==> config.mk <==
export PLATFORM = sky130hd
export DESIGN_NAME = pc_sequencer
export DESIGN_NICKNAME = d
export VERILOG_FILES = /design/src/rtl/pc_sequencer.sv
export SDC_FILE = /design/constraint.sdc
export NUM_CORES = 1
export LEC_CHECK = 0
export CAP_MARGIN = 20
export CORE_MARGIN = 4
export CORE_UTILIZATION = 35
export DETAILED_ROUTE_END_ITERATION = 10
export RECOVER_POWER = 50
export SKIP_LAST_GASP = 1
export SLEW_MARGIN = 10
export SYNTH_ARGS = -nofsm -noshare
export SYNTH_HDL_FRONTEND = slang
export SYNTH_SLANG_ARGS = --single-unit
==> constraint.sdc <==
create_clock -name clk -period 3.8 [get_ports clk]
set_input_delay 0.57 -clock clk [delete_from_list [all_inputs] [get_ports clk]]
set_output_delay 0.57 -clock clk [all_outputs]
set_load 0.03 [all_outputs]
==> src/rtl/pc_sequencer.sv <==
// pc_sequencer: program-counter sequencer with start/done handshake, stall, branch and call/return stack.
// Optional macro PC_SEQ_CYCLE_COUNT_EN adds the saturating run_cycles counter output.
module pc_sequencer #(
   parameter int D = 12,
   parameter int W = 9,
   parameter int SD = 4,
   parameter int START_ADDR = 0,
   localparam int DW = $clog2(SD + 1)
) (
   input  logic          clk,
   input  logic          reset,
   input  logic          start,
   input  logic          stall,
   input  logic [W-1:0]  instr,
   input  logic          branch_en,
   input  logic          call_en,
   input  logic          ret_en,
   input  logic [D-1:0]  target,
   output logic [D-1:0]  prog_ctr,
   output logic          busy,
   output logic          done,
   output logic          stack_err,
   output logic [DW-1:0] depth
`ifdef PC_SEQ_CYCLE_COUNT_EN
   ,output logic [15:0]  run_cycles
`endif
);
   localparam int AW = SD > 1 ? $clog2(SD) : 1;
   typedef enum logic [1:0] {IDLE, RUN, HALT} state_t;
   state_t state;
   logic [D-1:0] stk [2**AW];
   logic [D-1:0] pc_inc;
   logic [DW-1:0] depth_dec;
   logic full, push;
   assign pc_inc = prog_ctr + 1'b1;
   assign depth_dec = depth - 1'b1;
   assign full = depth == DW'(SD);
   assign push = state == RUN && !stall && instr != '0 && !ret_en && call_en && !full;
   // Stack storage is unreset; depth alone decides which entries are live.
   always_ff @(posedge clk)
      if (push) stk[depth[AW-1:0]] <= pc_inc;
   // Control FSM: PC sequencing, handshake outputs, stack occupancy and sticky error.
   always_ff @(posedge clk or negedge reset)
      if (!reset) begin
         state     <= IDLE;
         prog_ctr  <= D'(START_ADDR);
         busy      <= 1'b0;
         done      <= 1'b0;
         stack_err <= 1'b0;
         depth     <= '0;
      end else begin
         case (state)
            IDLE, HALT:
               if (start) begin
                  state     <= RUN;
                  prog_ctr  <= D'(START_ADDR);
                  busy      <= 1'b1;
                  done      <= 1'b0;
                  stack_err <= 1'b0;
                  depth     <= '0;
               end
            RUN:
               if (!stall) begin
                  if (instr == '0) begin
                     state <= HALT;
                     busy  <= 1'b0;
                     done  <= 1'b1;
                  end else if (ret_en) begin
                     prog_ctr <= depth != '0 ? stk[depth_dec[AW-1:0]] : pc_inc;
                     if (depth != '0) depth <= depth_dec;
                     else stack_err <= 1'b1;
                  end else if (call_en) begin
                     prog_ctr <= target;
                     if (!full) depth <= depth + 1'b1;
                     else stack_err <= 1'b1;
                  end else prog_ctr <= branch_en ? target : pc_inc;
               end
            default: state <= IDLE;
         endcase
      end
`ifdef PC_SEQ_CYCLE_COUNT_EN
   // Counts unstalled RUN cycles, saturating; cleared whenever a start is accepted.
   always_ff @(posedge clk or negedge reset)
      if (!reset) run_cycles <= '0;
      else if (state != RUN && start) run_cycles <= '0;
      else if (state == RUN && !stall && run_cycles != 16'hFFFF) run_cycles <= run_cycles + 1'b1;
`endif
endmodule

# [Word level (Yosys, flattened, before mapping)]
# Memories as Yosys holds them, arrays and structs flattened.
# Cells that the tools add are included.
[totals] regBits=20 output_inout_bits=18 elab_cells=78 ramBits=48 memories=1
[memory_table] memory="stk" depth=4 word_bits=12 rd=1 rd_ports_with_merged_regs=0 wr=1 line_no="31" text="logic [D-1:0] stk [2**AW];"
[classes] n_mux=37 reduce_logical=19 n_eq_ne=12 addsub=3
[op_table] cell="two-way mux 12 bit" count=7
[op_table] cell="one-hot mux 12 bit (2 select lines)" count=1
[op_table] cell="two-way mux 3 bit" count=7
[op_table] cell="two-way mux 1 bit" count=14
[op_table] cell="AND reduction 7 bit" count=2
[op_table] cell="adder 12 x 1 -> 12 bit (second input constant)" count=1
[op_table] cell="inequality test 3 bit (second input constant)" count=4
[op_table] cell="zero test 9 bit" count=1
[op_table] cell="nonzero test 9 bit" count=1
[op_table] cell="AND reduction 4 bit" count=2
[op_table] cell="two-way mux 2 bit" count=3
[op_table] cell="inequality test 2 bit (second input constant)" count=3
[op_table] cell="one-hot mux 1 bit (2 select lines)" count=3
[op_table] cell="one-hot mux 3 bit (2 select lines)" count=1
[op_table] cell="logical AND 1 bit" count=5
[op_table] cell="one-hot mux 2 bit (2 select lines)" count=1
[op_table] cell="adder 3 x 1 -> 3 bit (second input constant)" count=1
[op_table] cell="equality test 3 bit (second input constant)" count=1
[op_table] cell="zero test 1 bit" count=3
[op_table] cell="inequality test 3 x 2 -> 1 bit (second input constant)" count=1
[op_table] cell="AND reduction 3 bit" count=1
[op_table] cell="nonzero test 3 bit" count=1
[op_table] cell="subtractor 3 x 1 -> 3 bit (second input constant)" count=1
[op_table] cell="equality test 2 x 1 -> 1 bit (second input constant)" count=1
[op_table] cell="other kinds (5)" count=5

# [Longest topological paths before layout]
[depth] depth_word=8 ltp_mapped=9 depth_no_buf=7

# [Least setup slack after synthesis]
# Ideal clock, no wire load.
[synth_timing] path_type="register to register" start="register depth[0]" end="memory stk[0][0], enable pin" stages_incl_launch_ff=7 slack_ps=846 arrival_ps=2541 path_cell_list="dfrtp_1 buf_6 buf_2 inv_1 ha_1 nand2b_1 nor4_1"
[synth_via] elab_chain_cells=5
[synth_lines] item="from (decl)" line_no="23" text="output logic [DW-1:0] depth"
[synth_lines] item="from (signal assigned)" line_no="70" text="if (depth != '0) depth <= depth_dec;"
[synth_lines] item="from (signal assigned)" line_no="74" text="if (!full) depth <= depth + 1'b1;"
[synth_lines] item="equality test 3 bit" line_no="37" text="assign full = depth == DW'(SD);"
[synth_lines] item="zero test 1 bit"
[synth_lines] item="logical AND 1 bit" line_no="38" text="assign push = state == RUN && !stall && instr != '0 && !ret_en && call_en && !full;"
[synth_lines] item="two-way mux 1 bit" line_no="41" text="if (push) stk[depth[AW-1:0]] <= pc_inc;"
[synth_lines] item="two-way mux 1 bit (not written as such)" line_no="41"
[synth_lines] item="to (decl)" line_no="31"
# Parallel ways exist; a longest one is shown, timed or not.

# [Worst setup path in the final report]
[layout_timing] start="input stall" end="memory stk[3][0], enable pin"
[layout_via] elab_chain_cells=8
[layout_lines] item="from (decl)" line_no="13" text="input logic stall,"
[layout_lines] item="zero test 1 bit"
[layout_lines] item="logical AND 1 bit (5 in a row)" line_no="38"
[layout_lines] item="two-way mux 1 bit" line_no="41"
[layout_lines] item="two-way mux 1 bit (not written as such)" line_no="41"
# Every way passes these cells.

==> flow_metrics.env <==
export IMPL_irDropWorstVdd_v=0.000223
export IMPL_skew_ps=16.0
export IMPL_synth_area_leader_cell="edfxtp_1"
export IMPL_drive_above_1_share=0.118
export IMPL_fin_crit_sh=0.716
export IMPL_synth_warnings=0
export IMPL_startpoint_type="input port"
export IMPL_fin_util=0.454
export IMPL_cts_buffers=9
export IMPL_finalSetupTns_ps=0
export IMPL_grt_total_usage=0.152
export IMPL_post_cts_resized=0
export IMPL_routed_wl_um=7550
export IMPL_cts_sinks=68
export IMPL_syn_area_per_cell_um2=13.9
export IMPL_hpwl_um=5340
export IMPL_finalPower_mw=2.88
export IMPL_cts_tree="done"
export IMPL_p_leak_nw=1.48
export IMPL_use_met1=0.198
export IMPL_fin_ws_ps=1080
export IMPL_hold_depth=2
export IMPL_cap_violations=0
export IMPL_synth_cells=228
export IMPL_period_needed_ps=2720
export IMPL_drc_errors=0
export IMPL_hold_ws_ps=499
export IMPL_yosysMostFrequentCell="edfxtp_1"
export IMPL_grt_pass1_vias=2149
export IMPL_grtUsageMet2=0.246
export IMPL_cts_root_buffer="clkbuf_8"
export IMPL_final_cells=396
export IMPL_overflow=0
export IMPL_syn_area_um2=3170
export IMPL_drt_first_iter_violations=112
export IMPL_rr_worst_depth=4
export IMPL_synth_fp_nets=262
export IMPL_start_util=0.361
export IMPL_ios=46
export IMPL_synth_edf_count=48
export IMPL_status="finished, final reports clean"
export IMPL_placed_area_um2=3760
export IMPL_synth_top_cell_area_share=0.455
export IMPL_busiest_layer="met2"
export IMPL_die_w_um=103
export IMPL_clk_pin_slew_ps=70
export IMPL_die_h_um=103
export IMPL_ys_ff_latch=68
export IMPL_pre_cts_ws_ps=715
export IMPL_grt_use_met3=0.0318
export IMPL_h_tree_depth=3
export IMPL_p_per_area_nw_per_um2=724
export IMPL_antenna_found_initial=0
export IMPL_wl_per_cell_um=19.1
export IMPL_dieArea_um2=10600
export IMPL_slew_limit_headroom=0.472
export IMPL_first_pass_iters=4
export IMPL_hold_class="register to register"
export IMPL_cts_buffer_depth=2
export IMPL_dp_cells=379
export IMPL_tightest_slew_ps=792
export IMPL_yosys_top_cells_area="edfxtp_1, dfrtp_1, mux4_2"
export IMPL_vias=2124
export IMPL_postSynth_asyncResetShare=0.294
export IMPL_synthDistinctLibCells=48
export IMPL_critical_path_required_ps=3770
export IMPL_holdBufCountCts=0
export IMPL_antenna_cells=0
export IMPL_setup_violations=0
export IMPL_fin_area_um2=3980
export IMPL_finalHoldViolations=0
export IMPL_cp_arrival_ps=2690
export IMPL_route_antenna_remaining_nets=0
export IMPL_core_um2=8760
export IMPL_crit_fanout=12
export IMPL_rsz0062_at_grt="no"
export IMPL_final_nets=317
export IMPL_synthFlopType="edfxtp_1"
export IMPL_routabilityCongestion=0.791
export IMPL_drt_vias_per_instance=5.36
export IMPL_clock_latency_ps=350
export IMPL_cts_setup_buffers=0
export IMPL_grt_max_degree=21
export IMPL_area_delta_synth_final_pct=25.8
export IMPL_fmax_ghz=0.368
export IMPL_critPathKind="input port to register"
export IMPL_port_buffers=45
export IMPL_cp_end_kind="register"
export IMPL_fp_row_count=34
export IMPL_drv_slew=0
export IMPL_synthTopCellsByCount="edfxtp_1, nand2_1, dfrtp_1"
export IMPL_yosysSeqAreaShare=0.613
export IMPL_grt_pass1_wl_um=11800
==> state kept, by name, indices dropped and copies added, names as in the netlist <==
register,flops
stk,48
stack_err,1
state,2
prog_ctr,12
done,1
busy,1
depth,3
==> worst paths after layout <==
check,from,end,slack (ps)
min in group asynchronous,reset,state[0],630
max in group asynchronous,reset,prog_ctr[0],2180
worst max-delay path,stall,stk[3][0],1080
worst max register to register,state[1],stk[3][0],1290
worst min-delay path,done,done,500
worst min register to register,done,done,500
==> critical path: stages <==
cell and delay [ps]:
clkdlybuf4s50_1 420, or3b_1 430, nand2b_1 270, nor4b_1 410, and2_1 590
==> routing by layer <==
layer  vias up  wire length (µm)
met5         -                 0
met2        59              3680
li1        997                 -
met1      1057              3250
met4         0               116
met3        11               512
==> cell families after synthesis <==
group,count (synthesis),share of synthesized area
xor gates and xnor gates,11,0.0304
muxes,16,0.102
DFF,68,0.613
buffers and inverters,14,0.0201
AOI/OAI and AO/OA,52,0.112
and+or+nand+nor,61,0.0984
adders and majority gates,6,0.0237
==> final cells by class <==
cell class,instances,area (µm²)
clock buffer,10,128
clock inverter,6,88.8
fill,784,4780
inverter,6,22.5
multi-input combinational,146,1170
sequential,68,1940
tap,108,135
timing repair buffer,52,499
==> cells in the final DEF, fill, tap and decap left out, drive strengths merged, types with 2 or more instances in the layout <==
cell	instances
dlygate4sd3	6
edfxtp	48
xnor2	8
xor2	3
o21ai	14
ha	6
clkinv	2
nand2	23
nand4	3
mux4	12
o221ai	5
a21o	6
nor2	5
clkbuf	11
nand2b	6
and2	3
nor4	2
o21a	3
buf	6
clkdlybuf4s50	39
nand3	7
a31oi	2
and3	5
inv	6
o22ai	5
mux2i	3
a21oi	6
clkinvlp	2
bufinv	2
dfrtp	20
==> where the power goes <==
part	leakage (nW)	internal, mW	switching [mW]	total (mW)
logic	0.700	0.504	0.614	1.12
registers	0.675	0.983	0.131	1.11
clock network	0.102	0.369	0.283	0.653
Power figures use the tool's default switching activity.
